<file path="src/rtl/axi4_lite_pkg.sv">
`default_nettype none
// ============================================================================
// Module      : axi4_lite_pkg
// Description : Shared register map, STATUS bit positions, response codes
//               and the register-index type for the AXI4-Lite CSR slave.
// Revision    : 1.0 - initial release
// ============================================================================
package axi4_lite_pkg;

    localparam int c_NUM_REGS  = 16;
    localparam int c_REG_IDX_W = 4;
    localparam int c_STATUS_W  = 4;

    // Word index into the 16-entry register file
    typedef logic [c_REG_IDX_W-1:0] reg_idx_t;

    // Register offsets, in words (byte offset = index * 4)
    localparam reg_idx_t c_REG_CTRL          = 4'h0;  // 0x00
    localparam reg_idx_t c_REG_STATUS        = 4'h1;  // 0x04
    localparam reg_idx_t c_REG_TOTAL_CYCLES  = 4'h2;  // 0x08
    localparam reg_idx_t c_REG_RD_CYCLES     = 4'h3;  // 0x0C
    localparam reg_idx_t c_REG_PR_CYCLES     = 4'h4;  // 0x10
    localparam reg_idx_t c_REG_WR_CYCLES     = 4'h5;  // 0x14
    localparam reg_idx_t c_REG_SCRATCH_FIRST = 4'h6;  // 0x18 .. 0x3C

    // STATUS bit positions
    localparam int c_STAT_TX_DONE = 0;
    localparam int c_STAT_RD_DONE = 1;
    localparam int c_STAT_PR_DONE = 2;
    localparam int c_STAT_WR_DONE = 3;

    // CTRL bit that requests a transaction
    localparam int c_CTRL_START_BIT = 0;

    localparam logic [1:0] RESP_OKAY = 2'b00;

    // True for registers backed by host-writable storage
    function automatic logic is_rw_reg(input reg_idx_t idx);
        return (idx == c_REG_CTRL) || (idx >= c_REG_SCRATCH_FIRST);
    endfunction

endpackage
`default_nettype wire

</file>
<file path="src/rtl/axi4_lite_regfile.sv">
`default_nettype none
// ============================================================================
// Module      : axi4_lite_regfile
// Description : Byte-strobed R/W storage for CTRL and scratch words, plus the
//               combinational read mux over storage, STATUS and the perf
//               counters. Counters are visible only when
//               AXI4_LITE_PERF_CNTR_EN is defined; otherwise they read 0.
// Revision    : 1.0 - initial release
// ============================================================================
module axi4_lite_regfile
    import axi4_lite_pkg::*;
#(
    parameter int DATA_WIDTH      = 32,
    parameter int PERF_CNTR_WIDTH = 32
) (
    input  logic                       clk,
    input  logic                       rst,
    input  logic                       i_we,
    input  reg_idx_t                   i_wr_idx,
    input  logic [DATA_WIDTH-1:0]      i_wdata,
    input  logic [DATA_WIDTH/8-1:0]    i_wstrb,
    input  reg_idx_t                   i_rd_idx,
    input  logic [c_STATUS_W-1:0]      i_status,
    input  logic [PERF_CNTR_WIDTH-1:0] i_total_cycles,
    input  logic [PERF_CNTR_WIDTH-1:0] i_rd_cycles,
    input  logic [PERF_CNTR_WIDTH-1:0] i_pr_cycles,
    input  logic [PERF_CNTR_WIDTH-1:0] i_wr_cycles,
    output logic [DATA_WIDTH-1:0]      o_rdata
);

    logic [DATA_WIDTH-1:0] w_words [c_NUM_REGS];
    logic [DATA_WIDTH-1:0] w_total_cycles;
    logic [DATA_WIDTH-1:0] w_rd_cycles;
    logic [DATA_WIDTH-1:0] w_pr_cycles;
    logic [DATA_WIDTH-1:0] w_wr_cycles;

    for (genvar gi = 0; gi < c_NUM_REGS; gi++) begin : g_reg
        if (is_rw_reg(reg_idx_t'(gi))) begin : g_rw
            logic [DATA_WIDTH-1:0] r_word;

            // Byte-lane write of one storage word
            always_ff @(posedge clk or posedge rst) begin
                if (rst) begin
                    r_word <= '0;
                end else if (i_we && (i_wr_idx == reg_idx_t'(gi))) begin
                    for (int b = 0; b < DATA_WIDTH/8; b++) begin
                        if (i_wstrb[b]) begin
                            r_word[b*8 +: 8] <= i_wdata[b*8 +: 8];
                        end
                    end
                end
            end

            assign w_words[gi] = r_word;
        end else begin : g_ro
            // Read-only slots have no storage; writes here are dropped
            assign w_words[gi] = '0;
        end
    end

`ifdef AXI4_LITE_PERF_CNTR_EN
    // Size cast zero-extends narrower counters and truncates wider ones
    assign w_total_cycles = DATA_WIDTH'(i_total_cycles);
    assign w_rd_cycles    = DATA_WIDTH'(i_rd_cycles);
    assign w_pr_cycles    = DATA_WIDTH'(i_pr_cycles);
    assign w_wr_cycles    = DATA_WIDTH'(i_wr_cycles);
`else
    logic w_unused_cntrs;
    assign w_unused_cntrs = ^{i_total_cycles, i_rd_cycles, i_pr_cycles, i_wr_cycles};
    assign w_total_cycles = '0;
    assign w_rd_cycles    = '0;
    assign w_pr_cycles    = '0;
    assign w_wr_cycles    = '0;
`endif

    // Read mux: storage by default, live sources for the read-only slots
    always_comb begin
        o_rdata = w_words[i_rd_idx];
        case (i_rd_idx)
            c_REG_STATUS:       o_rdata = DATA_WIDTH'(i_status);
            c_REG_TOTAL_CYCLES: o_rdata = w_total_cycles;
            c_REG_RD_CYCLES:    o_rdata = w_rd_cycles;
            c_REG_PR_CYCLES:    o_rdata = w_pr_cycles;
            c_REG_WR_CYCLES:    o_rdata = w_wr_cycles;
            default:            ;
        endcase
    end

endmodule
`default_nettype wire

</file>
<file path="src/rtl/axi4_lite_slave.sv">
`default_nettype none
// ============================================================================
// Module      : axi4_lite_slave
// Description : AXI4-Lite control/status slave for the accelerator host
//               interface. Write and read channel FSMs, the tx_req start
//               pulse and the sticky STATUS latches live here; storage and
//               the read mux are in axi4_lite_regfile.
//               Optional macro AXI4_LITE_PERF_CNTR_EN exposes the perf
//               counters at 0x08-0x14 (read as 0 when undefined).
// Revision    : 1.0 - initial release
// ============================================================================
module axi4_lite_slave
    import axi4_lite_pkg::*;
#(
    parameter int AXIS_DATA_WIDTH = 32,
    parameter int AXIS_ADDR_WIDTH = 6,
    parameter int PERF_CNTR_WIDTH = 32
) (
    input  logic                         S_AXI_ACLK,
    input  logic                         S_AXI_ARESET,
    input  logic [AXIS_ADDR_WIDTH-1:0]   S_AXI_AWADDR,
    input  logic [2:0]                   S_AXI_AWPROT,
    input  logic                         S_AXI_AWVALID,
    output logic                         S_AXI_AWREADY,
    input  logic [AXIS_DATA_WIDTH-1:0]   S_AXI_WDATA,
    input  logic [AXIS_DATA_WIDTH/8-1:0] S_AXI_WSTRB,
    input  logic                         S_AXI_WVALID,
    output logic                         S_AXI_WREADY,
    output logic [1:0]                   S_AXI_BRESP,
    output logic                         S_AXI_BVALID,
    input  logic                         S_AXI_BREADY,
    input  logic [AXIS_ADDR_WIDTH-1:0]   S_AXI_ARADDR,
    input  logic [2:0]                   S_AXI_ARPROT,
    input  logic                         S_AXI_ARVALID,
    output logic                         S_AXI_ARREADY,
    output logic [AXIS_DATA_WIDTH-1:0]   S_AXI_RDATA,
    output logic [1:0]                   S_AXI_RRESP,
    output logic                         S_AXI_RVALID,
    input  logic                         S_AXI_RREADY,
    output logic                         tx_req,
    input  logic                         tx_done,
    input  logic                         rd_done,
    input  logic                         processing_done,
    input  logic                         wr_done,
    input  logic [PERF_CNTR_WIDTH-1:0]   total_cycles,
    input  logic [PERF_CNTR_WIDTH-1:0]   rd_cycles,
    input  logic [PERF_CNTR_WIDTH-1:0]   pr_cycles,
    input  logic [PERF_CNTR_WIDTH-1:0]   wr_cycles
);

    typedef enum logic [1:0] {
        W_IDLE   = 2'd0,
        W_ACCEPT = 2'd1,
        W_RESP   = 2'd2
    } wr_state_t;

    typedef enum logic [1:0] {
        R_IDLE   = 2'd0,
        R_ACCEPT = 2'd1,
        R_RESP   = 2'd2
    } rd_state_t;

    wr_state_t r_wr_state;
    rd_state_t r_rd_state;

    logic                       r_awready;
    logic                       r_wready;
    logic                       r_bvalid;
    logic                       r_arready;
    logic                       r_rvalid;
    logic [AXIS_DATA_WIDTH-1:0] r_rdata;
    logic                       r_tx_req;
    logic [c_STATUS_W-1:0]      r_status;

    logic                       w_wr_hs;
    logic                       w_rd_hs;
    logic                       w_ctrl_start;
    reg_idx_t                   w_wr_idx;
    reg_idx_t                   w_rd_idx;
    logic [c_STATUS_W-1:0]      w_status_set;
    logic [AXIS_DATA_WIDTH-1:0] w_rd_data;
    logic                       w_unused_top;

    // Upper address bits beyond the 16-word map alias onto it
    assign w_wr_idx = reg_idx_t'(S_AXI_AWADDR[AXIS_ADDR_WIDTH-1:2]);
    assign w_rd_idx = reg_idx_t'(S_AXI_ARADDR[AXIS_ADDR_WIDTH-1:2]);

    // Both write channels complete on the same edge; neither is taken alone
    assign w_wr_hs = r_awready & S_AXI_AWVALID & r_wready & S_AXI_WVALID;
    assign w_rd_hs = r_arready & S_AXI_ARVALID;

    assign w_ctrl_start = w_wr_hs && (w_wr_idx == c_REG_CTRL)
                          && S_AXI_WSTRB[0] && S_AXI_WDATA[c_CTRL_START_BIT];

    assign w_status_set[c_STAT_TX_DONE] = tx_done;
    assign w_status_set[c_STAT_RD_DONE] = rd_done;
    assign w_status_set[c_STAT_PR_DONE] = processing_done;
    assign w_status_set[c_STAT_WR_DONE] = wr_done;

    assign w_unused_top = ^{S_AXI_AWPROT, S_AXI_ARPROT,
                            S_AXI_AWADDR[1:0], S_AXI_ARADDR[1:0]};

    // Write channel: ready pulse, then B response held until BREADY
    always_ff @(posedge S_AXI_ACLK or posedge S_AXI_ARESET) begin
        if (S_AXI_ARESET) begin
            r_wr_state <= W_IDLE;
            r_awready  <= 1'b0;
            r_wready   <= 1'b0;
            r_bvalid   <= 1'b0;
        end else begin
            case (r_wr_state)
                W_IDLE: begin
                    if (S_AXI_AWVALID && S_AXI_WVALID && !r_bvalid) begin
                        r_awready  <= 1'b1;
                        r_wready   <= 1'b1;
                        r_wr_state <= W_ACCEPT;
                    end
                end
                W_ACCEPT: begin
                    r_awready <= 1'b0;
                    r_wready  <= 1'b0;
                    if (w_wr_hs) begin
                        r_bvalid   <= 1'b1;
                        r_wr_state <= W_RESP;
                    end else begin
                        r_wr_state <= W_IDLE;
                    end
                end
                W_RESP: begin
                    if (S_AXI_BREADY) begin
                        r_bvalid   <= 1'b0;
                        r_wr_state <= W_IDLE;
                    end
                end
                default: begin
                    r_awready  <= 1'b0;
                    r_wready   <= 1'b0;
                    r_bvalid   <= 1'b0;
                    r_wr_state <= W_IDLE;
                end
            endcase
        end
    end

    // Read channel: ready pulse, then RDATA/RVALID held until RREADY
    always_ff @(posedge S_AXI_ACLK or posedge S_AXI_ARESET) begin
        if (S_AXI_ARESET) begin
            r_rd_state <= R_IDLE;
            r_arready  <= 1'b0;
            r_rvalid   <= 1'b0;
            r_rdata    <= '0;
        end else begin
            case (r_rd_state)
                R_IDLE: begin
                    if (S_AXI_ARVALID && !r_rvalid) begin
                        r_arready  <= 1'b1;
                        r_rd_state <= R_ACCEPT;
                    end
                end
                R_ACCEPT: begin
                    r_arready <= 1'b0;
                    if (w_rd_hs) begin
                        r_rdata    <= w_rd_data;
                        r_rvalid   <= 1'b1;
                        r_rd_state <= R_RESP;
                    end else begin
                        r_rd_state <= R_IDLE;
                    end
                end
                R_RESP: begin
                    if (S_AXI_RREADY) begin
                        r_rvalid   <= 1'b0;
                        r_rd_state <= R_IDLE;
                    end
                end
                default: begin
                    r_arready  <= 1'b0;
                    r_rvalid   <= 1'b0;
                    r_rd_state <= R_IDLE;
                end
            endcase
        end
    end

    // Start pulse and sticky status; a same-edge done input beats the clear
    always_ff @(posedge S_AXI_ACLK or posedge S_AXI_ARESET) begin
        if (S_AXI_ARESET) begin
            r_tx_req <= 1'b0;
            r_status <= '0;
        end else begin
            r_tx_req <= w_ctrl_start;
            r_status <= w_status_set | (r_status & ~{c_STATUS_W{w_ctrl_start}});
        end
    end

    axi4_lite_regfile #(
        .DATA_WIDTH      (AXIS_DATA_WIDTH),
        .PERF_CNTR_WIDTH (PERF_CNTR_WIDTH)
    ) u_regfile (
        .clk            (S_AXI_ACLK),
        .rst            (S_AXI_ARESET),
        .i_we           (w_wr_hs),
        .i_wr_idx       (w_wr_idx),
        .i_wdata        (S_AXI_WDATA),
        .i_wstrb        (S_AXI_WSTRB),
        .i_rd_idx       (w_rd_idx),
        .i_status       (r_status),
        .i_total_cycles (total_cycles),
        .i_rd_cycles    (rd_cycles),
        .i_pr_cycles    (pr_cycles),
        .i_wr_cycles    (wr_cycles),
        .o_rdata        (w_rd_data)
    );

    assign S_AXI_AWREADY = r_awready;
    assign S_AXI_WREADY  = r_wready;
    assign S_AXI_BVALID  = r_bvalid;
    assign S_AXI_BRESP   = RESP_OKAY;
    assign S_AXI_ARREADY = r_arready;
    assign S_AXI_RVALID  = r_rvalid;
    assign S_AXI_RDATA   = r_rdata;
    assign S_AXI_RRESP   = RESP_OKAY;
    assign tx_req        = r_tx_req;

endmodule
`default_nettype wire

</file>
<file path="config.mk">
export PLATFORM = sky130hd
export DESIGN_NAME = axi4_lite_slave
export DESIGN_NICKNAME = d
export VERILOG_FILES = /design/src/rtl/axi4_lite_pkg.sv /design/src/rtl/axi4_lite_regfile.sv /design/src/rtl/axi4_lite_slave.sv
export SDC_FILE = /design/constraint.sdc
export NUM_CORES = 1
export LEC_CHECK = 0
export ABC_AREA = 1
export ABC_CLOCK_PERIOD_IN_PS = 13500
export BUFFER_PORTS_ARGS = -buffer_cell sky130_fd_sc_hd__buf_2
export CAP_MARGIN = 20
export CORE_MARGIN = 2
export CORE_UTILIZATION = 50
export DETAILED_ROUTE_END_ITERATION = 6
export PLACE_DENSITY_LB_ADDON = 0.12
export RECOVER_POWER = 100
export SLEW_MARGIN = 0
export SYNTH_ARGS = -nofsm -noshare
export SYNTH_HDL_FRONTEND = slang
export SYNTH_SLANG_ARGS = --single-unit
</file>
<file path="constraint.sdc">
create_clock -name S_AXI_ACLK -period 13.5 [get_ports S_AXI_ACLK]
set_input_delay 1.35 -clock S_AXI_ACLK [delete_from_list [all_inputs] [get_ports S_AXI_ACLK]]
set_output_delay 1.35 -clock S_AXI_ACLK [all_outputs]
set_load 0.03 [all_outputs]
</file>
== After elaboration in Yosys (flattened, before gate mapping) ==
Index checks and enable logic that the tools add are counted.
Storage, ports and cells
  flip-flop bits (word level): 397
  input bits: 193
  output and inout bits: 42
  word-level logic and storage cells: 186
Cells by class
  $lt $le $gt $ge: 1
  equality and inequality tests: 25
  mux-type cells: 22
  bitwise gates (word level): 12
  reductions and logical operators: 73
Operators with widths (number)
  32-bit binary-select mux with 4-bit select: 1
  2-bit AND reduction: 49
  32-bit two-way mux: 2
  32-bit one-hot mux with 2 select lines: 1
  4-bit equality test (second input constant): 8
  4-bit by 3-bit equality test with 1-bit output (second input constant): 4
  1-bit logical AND: 16
  2-bit two-way mux: 6
  2-bit one-hot mux with 3 select lines: 2
  2-bit != test (second input constant): 5
  4-bit by 2-bit equality test with 1-bit output (second input constant): 2
  1-bit two-way mux: 6
  1-bit one-hot mux with 3 select lines: 2
  3-bit AND reduction: 2
  5-bit greater-or-equal comparator (second input constant): 1
  4-bit NOT with 5-bit output: 1
  1-bit AND: 4
  4-bit AND: 1
  2-bit by 1-bit equality test with 1-bit output (second input constant): 2
  2-bit equality test (second input constant): 2
  4-bit by 1-bit equality test with 1-bit output (second input constant): 1
  2-bit zero test: 2
  4-bit zero test: 1
  1-bit NOT: 4
  other kinds (6): 8

== Logic depth before layout (Yosys ltp) ==
Gate-level depths: netlist of run 1.
  word-level depth: 9
  depth in mapped cells: 11
  mapped depth without buffers: 9

== Cells and area by module ==
From an unflattened synthesis of run 1, not the netlist that was laid out.
Unflattened totals
  cell total of the unflattened synthesis: 2270
  area total of the unflattened synthesis: 18331.3 sq um
By module, submodules not included
  axi4_lite_regfile: instances 1, cells an instance 2057, area each 16402.0 sq um, seq. area each 8808.4 sq um
  axi4_lite_slave: instances 1, cells an instance 213, area each 1929.4 sq um, seq. area each 1126.1 sq um

== Least setup slack after synthesis of run 1 ==
No wires, ideal clock.
  path type: input -> register
  from: input S_AXI_ARADDR[3]
  to: register r_rdata[11] (netlist: S_AXI_RDATA[11])
  setup time: 0.118 ns
  arrival time: 2.313 ns
  data required time: 13.382 ns
  path slack: 11.070 ns
  stages on the path: 8
  buffers on the path: 3
  cell sequence: buf_2 buf_2 clkbuf_1 nand3_1 nand3_1 nand3_1 nand3_1 nand2_1
On the way
  cells in the longest elaborated chain, start to end: 5
  elaborated cells on any way between the ends: 11
  classes of those cells: eq/ne: 5; mux: 4; bitwise: 1; reduce/logical: 1
RTL lines
  from (decl): line axi4_lite_slave.sv:32  | input logic [AXIS_ADDR_WIDTH-1:0] S_AXI_ARADDR,
  4-bit NOT with 5-bit output (not written as such): line axi4_lite_regfile.sv:78  | o_rdata = w_words[i_rd_idx];
  32-bit binary-select mux with 4-bit select: line axi4_lite_regfile.sv:78
  32-bit two-way mux (not written as such) (2 in a row): line axi4_lite_regfile.sv:78
  32-bit one-hot mux with 2 select lines *: line axi4_lite_regfile.sv:79  | case (i_rd_idx)
  to (signal assigned): line axi4_lite_slave.sv:163  | r_rdata <= w_rd_data;
  to (decl): line axi4_lite_slave.sv:71  | logic [AXIS_DATA_WIDTH-1:0] r_rdata;
Every way passes the cells marked *; elsewhere a longest branch is shown, timed or not. The select of a mux whose other input is x is not followed.
A chain may end at the register's enable or synchronous reset.

== Final worst setup path of run 1 ==
  from: input S_AXI_ARADDR[3]
  to: register r_rdata[23] (netlist: S_AXI_RDATA[23])
Same word-level chain as after synthesis.

==> results.toml, run 1 <==
[place]
dp.cells = 2606
routabilityCongestion = 0.776
io_buffers = 92
dpl_cell_area_mm2 = 0.0183
hpwl_mm = 28.6

[route]
drt_iter0_markers = 1439
routed_wl_mm = 49.8
drc_errors = 0
wl_per_cell_um = 18.5
drt-pass1-iter-count = 5
vias = 14900
ant_nets = 0
viasPerCell = 5.54

[worst_hold_path]
min_from = "r_status[0]"
holdPathStages = 2
min_to = "r_status[0]"
min_path_type = "flip-flop to flip-flop"

[worst_setup_path]
cp_max_fo = 45
cp_data_required_time_ns = 13.98
critical_path_class = "input port to flip-flop"
crit_path_end_kind = "flip-flop"
cp.arrival_ns = 9.02
cp_slowest_stage_delay_ns = 2.46
r2r_start = "S_AXI_WREADY"
critPathSlowestCell = "clkinvlp_2"
regToRegEndpoint = "u_regfile.g_reg[15].g_rw.r_word[13]"
critPathLaunchType = "input port"
crit_buf_inv = 4
crit_top_cell = "nand2_1"
crit_chain = "clkbuf_1 -> clkbuf_1 -> clkinvlp_2 -> buf_4 -> nor2_1 -> nand2_1 -> nand3_1 -> nand3_1 -> nand2_1 -> nand2_1 -> nand2_1"
path_depth = 11
reg2reg_slack_ns = 9.32
ff2ff_path_depth = 4
path_delay_family = "buffers and inverters"

[floorplan]
rows = 69
coreArea_mm2 = 0.0354
die_h_um = 193
initial_utilization = 0.506
io_pins = 235
die-area_mm2 = 0.0373
die_w_um = 193

[cells_and_area]
nNetsFinal = 2385
fin_area_mm2 = 0.0196
fillers = 3442
area_growth_pct = 9.56
stdcell_count = 2688
drive_gt1_frac = 0.0643
final_util = 0.554

[yosys]
synthMostInstantiatedCell = "nand2_1"
syn_area_mm2 = 0.0179
avgSynthCellArea_um2 = 8.15
yosysTopAreaCell = "dfrtp_1"
async_flop_share = 1.00
ys.flop_type = "dfrtp_1"
ys_ff_latch = 397
synth-edff-count = 0
synth_cell_type_count = 29
synth-seq-area-share = 0.555
synth_top_area_share = 0.555
synthTopCellsByArea = "dfrtp_1 56%, nand2_1 15%, o21ai_0 11%, nand3_1 8.3%, inv_1 1.9%"
synth_common_cells = "725 x nand2_1, 397 x dfrtp_1, 392 x o21ai_0, 296 x nand3_1, 89 x inv_1"
postSynthCellCount = 2196
ys_warn_count = 0

[clock_tree]
worstSkewPairLatency_ns = 0.56
path_clk_slew_ns = 0.06
cts_resized = 0
hold_buffers = 0
clock_sinks = 397
cts_max_level = 2
cts.path.max_buffers = 3
clock-root-buffer = "clkbuf_16"
cts_tree = "yes"
cts_made_buffers = 44
post-cts-setup-buffer-count = 0

[timing]
tightest_slew_ns = 3.32
fin_hold_ws_ns = 0.473
setup-violations-final = 0
finalSetupTns_ns = 0
rsz0062_at_grt = "false"
slew_headroom = -1.21
final_hold_viol_count = 0
fmax_mhz = 117
slew_violations = 372
fin_skew_ns = 0.0181
min_period_ns = 8.54
fin_crit_sh = 0.633

[grt]
grt_pass1_wl_mm = 78.7
overflow = 0
antenna_found_initial = 7
grt_max_degree = 146
grt_use_total = 0.266
grt_pass1_vias = 13800

[status]
outcome = "finished, violations left"
violations = "capacitance limit, slew limit"

[job]
drv_cap = 8

[power]
peakVddDrop_mv = 0.122
p_leak_nw = 9.20
powerDensity_mw_per_mm2 = 163
flip-flops by register name, indices dropped and copies added (netlist names):
register / count
u_regfile.g.g_rw.r_word: 352
S_AXI_RDATA: 32
r_status: 4
r_rd_state: 2
r_wr_state: 2
S_AXI_ARREADY: 1
S_AXI_BVALID: 1
S_AXI_RVALID: 1
S_AXI_WREADY: 1
tx_req: 1
cells in the final DEF (no fill, tap or decap), types with 19 or more instances in the layout:
master and instances:
nand2_1 725, o21ai_0 399, dfrtp_1 397, nand3_1 304, inv_1 87, nor2_1 72, clkbuf_1 56, buf_2 51
clkbuf_16 45, a21oi_1 19
cells by family (layout without fill, tap and decap cells):
logic type	count (synthesis)	after routing	synth area share
buffers and inverters	253	277	0.0622
AND/OR/NAND/NOR	1117	1117	0.262
flip-flops	397	397	0.555
AO/OA/AOI/OAI	428	428	0.121
other	1	8	0.000210
worst min-delay path, cell delays in order, from the launching register on:
cell and delay [ns]:
dfrtp_1 0.34, nand2_1 0.06, nand2_1 0.05
per-stage QoR:
stage | power [mW] | setup WS [ns]
3_3_place_gp | 2.03 | 8.60
4_1_cts | 3.22 | 9.13
3_5_place_dp | 2.06 | 8.55
5_1_grt | 3.36 | 4.68
2_1_floorplan | 1.90 | 1.11
6_report | 3.19 | 4.96
layout make-up:
type,count,area [µm²],area share
repair buffers,108,534,0.0272
clock inverters,10,81.3,0.00415
well taps,461,577,0.0294
inverters,92,350,0.0179
flip-flops and latches,397,9930,0.507
multi-input cells,1549,6800,0.347
clock buffers,67,1320,0.0672
diodes,4,10.0,0.000510
layer usage:
metal	global-route usage	routed length [µm]	vias up
li1	-	-	7155
met3	0.0410	3140	104
met2	0.411	22300	466
met5	0	40	-
met4	0.0882	1330	6
met1	0.384	22900	7155
where the power goes:
part	leakage [nW]	switching (mW)	internal, mW	total (mW)
Sequential	5.35	0.110	1.40	1.51
Combinational	3.17	0.357	0.161	0.518
Clock	0.693	0.475	0.689	1.16
worst max path at each step:
| stage | startpoint | slack (ns) | endpoint |
|---|---|---|---|
| floorplan | S_AXI_ARESET | 1.11 | S_AXI_ARREADY |
| detailed placement | S_AXI_ARESET | 8.55 | u_regfile.g_reg[12].g_rw.r_word[25] |
| global route | S_AXI_ARESET | 4.68 | u_regfile.g_reg[6].g_rw.r_word[10] |
| finish | S_AXI_ARADDR[3] | 4.96 | S_AXI_RDATA[23] |
| CTS | S_AXI_ARESET | 9.13 | u_regfile.g_reg[0].g_rw.r_word[28] |
| global placement | S_AXI_ARESET | 8.60 | u_regfile.g_reg[15].g_rw.r_word[27] |
Note: power is estimated with default switching activity, not from simulation.
==> run 2: changes to the inputs <==
--- a/config.mk
+++ b/config.mk
@@ -5,8 +5,8 @@
 export SDC_FILE = /design/constraint.sdc
 export NUM_CORES = 1
 export LEC_CHECK = 0
-export ABC_AREA = 1
-export ABC_CLOCK_PERIOD_IN_PS = 13500
+export ABC_AREA = 0
+export ABC_CLOCK_PERIOD_IN_PS = 7200
 export BUFFER_PORTS_ARGS = -buffer_cell sky130_fd_sc_hd__buf_2
 export CAP_MARGIN = 20
 export CORE_MARGIN = 2
==> constraint.sdc (replaced) <==
create_clock -name S_AXI_ACLK -period 7.2 [get_ports S_AXI_ACLK]
set_input_delay 0.72 -clock S_AXI_ACLK [delete_from_list [all_inputs] [get_ports S_AXI_ACLK]]
set_output_delay 0.72 -clock S_AXI_ACLK [all_outputs]
set_load 0.03 [all_outputs]
==> run 2 against run 1 <==
  * The run still ends with capacitance limit, slew limit left
  * Area after synthesis down 0.56%
  * Sequential cell count unchanged
  * Register-to-register slack got worse by 5.4 ns
  * Combinational power grew 71%
  * Wire length decreased by 20%
==> results.toml, run 2 <==
[status]
outcome = "finished, violations left"
violations = "capacitance limit, slew limit"

[route]
wl_per_cell_um = 23.3
drc_errors = 0
vias = 10200
viasPerCell = 5.96
routed_wl_mm = 40.0
ant_nets = 0
drt-pass1-iter-count = 5
drt_iter0_markers = 537

[timing]
finalSetupTns_ns = 0
fin_skew_ns = 0.0162
fmax_mhz = 228
min_period_ns = 4.39
final_hold_viol_count = 0
rsz0062_at_grt = "false"
slew_headroom = -1.07
tightest_slew_ns = 3.11
slew_violations = 137
fin_crit_sh = 0.610
setup-violations-final = 0

[power]
p_leak_nw = 9.61
peakVddDrop_mv = 0.202
powerDensity_mw_per_mm2 = 292

[worst_setup_path]
cp_max_fo = 35
critPathLaunchType = "input port"
crit_path_end_kind = "flip-flop"
critical_path_class = "input port to flip-flop"
ff2ff_path_depth = 4
cp_data_required_time_ns = 7.68
cp.arrival_ns = 4.88

[yosys]
postSynthCellCount = 1176
synth_cell_type_count = 43
async_flop_share = 1.00
ys.flop_type = "dfrtp_1"
synth-seq-area-share = 0.558
synth_common_cells = "397 x dfrtp_1, 383 x mux2_2, 68 x clkbuf_1, 64 x mux4_2, 36 x a21o_1"
ys_warn_count = 0
synthTopCellsByArea = "dfrtp_1 56%, mux2_2 24%, mux4_2 8.1%, mux2i_1 1.7%, a221oi_1 1.6%"
synthMostInstantiatedCell = "dfrtp_1"
synth_top_area_share = 0.558
syn_area_mm2 = 0.0178
yosysTopAreaCell = "dfrtp_1"
avgSynthCellArea_um2 = 15.1
ys_ff_latch = 397
synth-edff-count = 0

[grt]
grt_max_degree = 167
antenna_found_initial = 3
grt_pass1_vias = 10600
grt_use_total = 0.224
overflow = 0
grt_pass1_wl_mm = 62.1

[job]
drv_cap = 3

[cells_and_area]
final_util = 0.560
nNetsFinal = 1426
area_growth_pct = 11.1
largest_register = "u_regfile.g.g_rw.r_word"
fillers = 2907
largest_reg_flops = 352
drive_gt1_frac = 0.455
layout_common_cells = "397 x dfrtp_1, 382 x mux2_2, 64 x mux4_2"
final_common_cell = "dfrtp_1"

[floorplan]
die-area_mm2 = 0.0371
rows = 69
initial_utilization = 0.504
die_h_um = 193
io_pins = 235
coreArea_mm2 = 0.0353
die_w_um = 193

[clock_tree]
worstSkewPairLatency_ns = 0.55
clock-root-buffer = "clkbuf_16"
cts_tree = "yes"
path_clk_slew_ns = 0.06
cts_made_buffers = 44
clock_sinks = 397
cts_max_level = 2
hold_buffers = 0
cts.path.max_buffers = 3
cts_resized = 0
post-cts-setup-buffer-count = 0

[worst_hold_path]
min_path_type = "input port to asynchronous set/reset pin"

[place]
io_buffers = 92
routabilityCongestion = 0.711
hpwl_mm = 23.4
## run 2: final cells by class
class                      instances  area [µm²]  share of cell area
clock inverter                     3        46.3             0.00234
antenna                            2        5.00            0.000253
timing repair buffer             103         519              0.0263
inverter                           6        23.8             0.00120
multi-input combinational        681        7380               0.373
sequential                       397        9930               0.502
tap                              461         577              0.0292
clock buffer                      61        1300              0.0655
## run 2: final timing paths
| check | startpoint | end | slack, ns |
|---|---|---|---|
| worst max-delay path | S_AXI_ARADDR[3] | S_AXI_RDATA[22] | 2.81 |
| worst min-delay path | S_AXI_ARESET | S_AXI_RDATA[3] | 0.36 |
| worst max register to register | r_rd_state[0] | S_AXI_RDATA[22] | 3.93 |
| worst min register to register | S_AXI_RDATA[14] | S_AXI_RDATA[14] | 0.47 |
| max in group asynchronous | S_AXI_ARESET | S_AXI_RDATA[1] | 3.48 |
| min in group S_AXI_ACLK | processing_done | r_status[2] | 0.36 |
## run 2: power breakdown
group          internal, mW  switching, mW  leakage [nW]
clock                  1.27          0.856         0.658
sequential             2.59          0.173          5.37
combinational         0.437          0.450          3.58
## run 2: stage by stage
step	instance area, µm²	instances	worst slack (ns)	hold slack [ns]	power [mW]
finish	19800	1714	2.81	0.356	5.78
global route	19800	1713	2.67	0.342	6.05
CTS	19900	1712	4.32	0.329	5.87
detailed placement	18600	1648	3.73	0.460	3.73
global placement	18600	1648	3.73	0.454	3.69
floorplan	17800	1179	1.14	0.443	3.49
## run 2: kinds of logic after synthesis
group,synth area share
simple gates,0.0293
flops,0.558
mux,0.341
buf+inv,0.0238
other cells,0.000211
compound gates,0.0477
## run 2: metal layers
layer	track usage	routed length (µm)	vias to the layer above
met5	0	13	-
met4	0.0631	740	2
met3	0.0335	1570	46
met2	0.363	19400	181
met1	0.316	18300	5464
li1	-	-	4515
## run 2: critical path, cell delays in order
cell	delay [ns]
clkbuf_1	0.99
and2_0	2.17
a221oi_1	0.23
a211oi_1	0.60
a21o_1	0.14
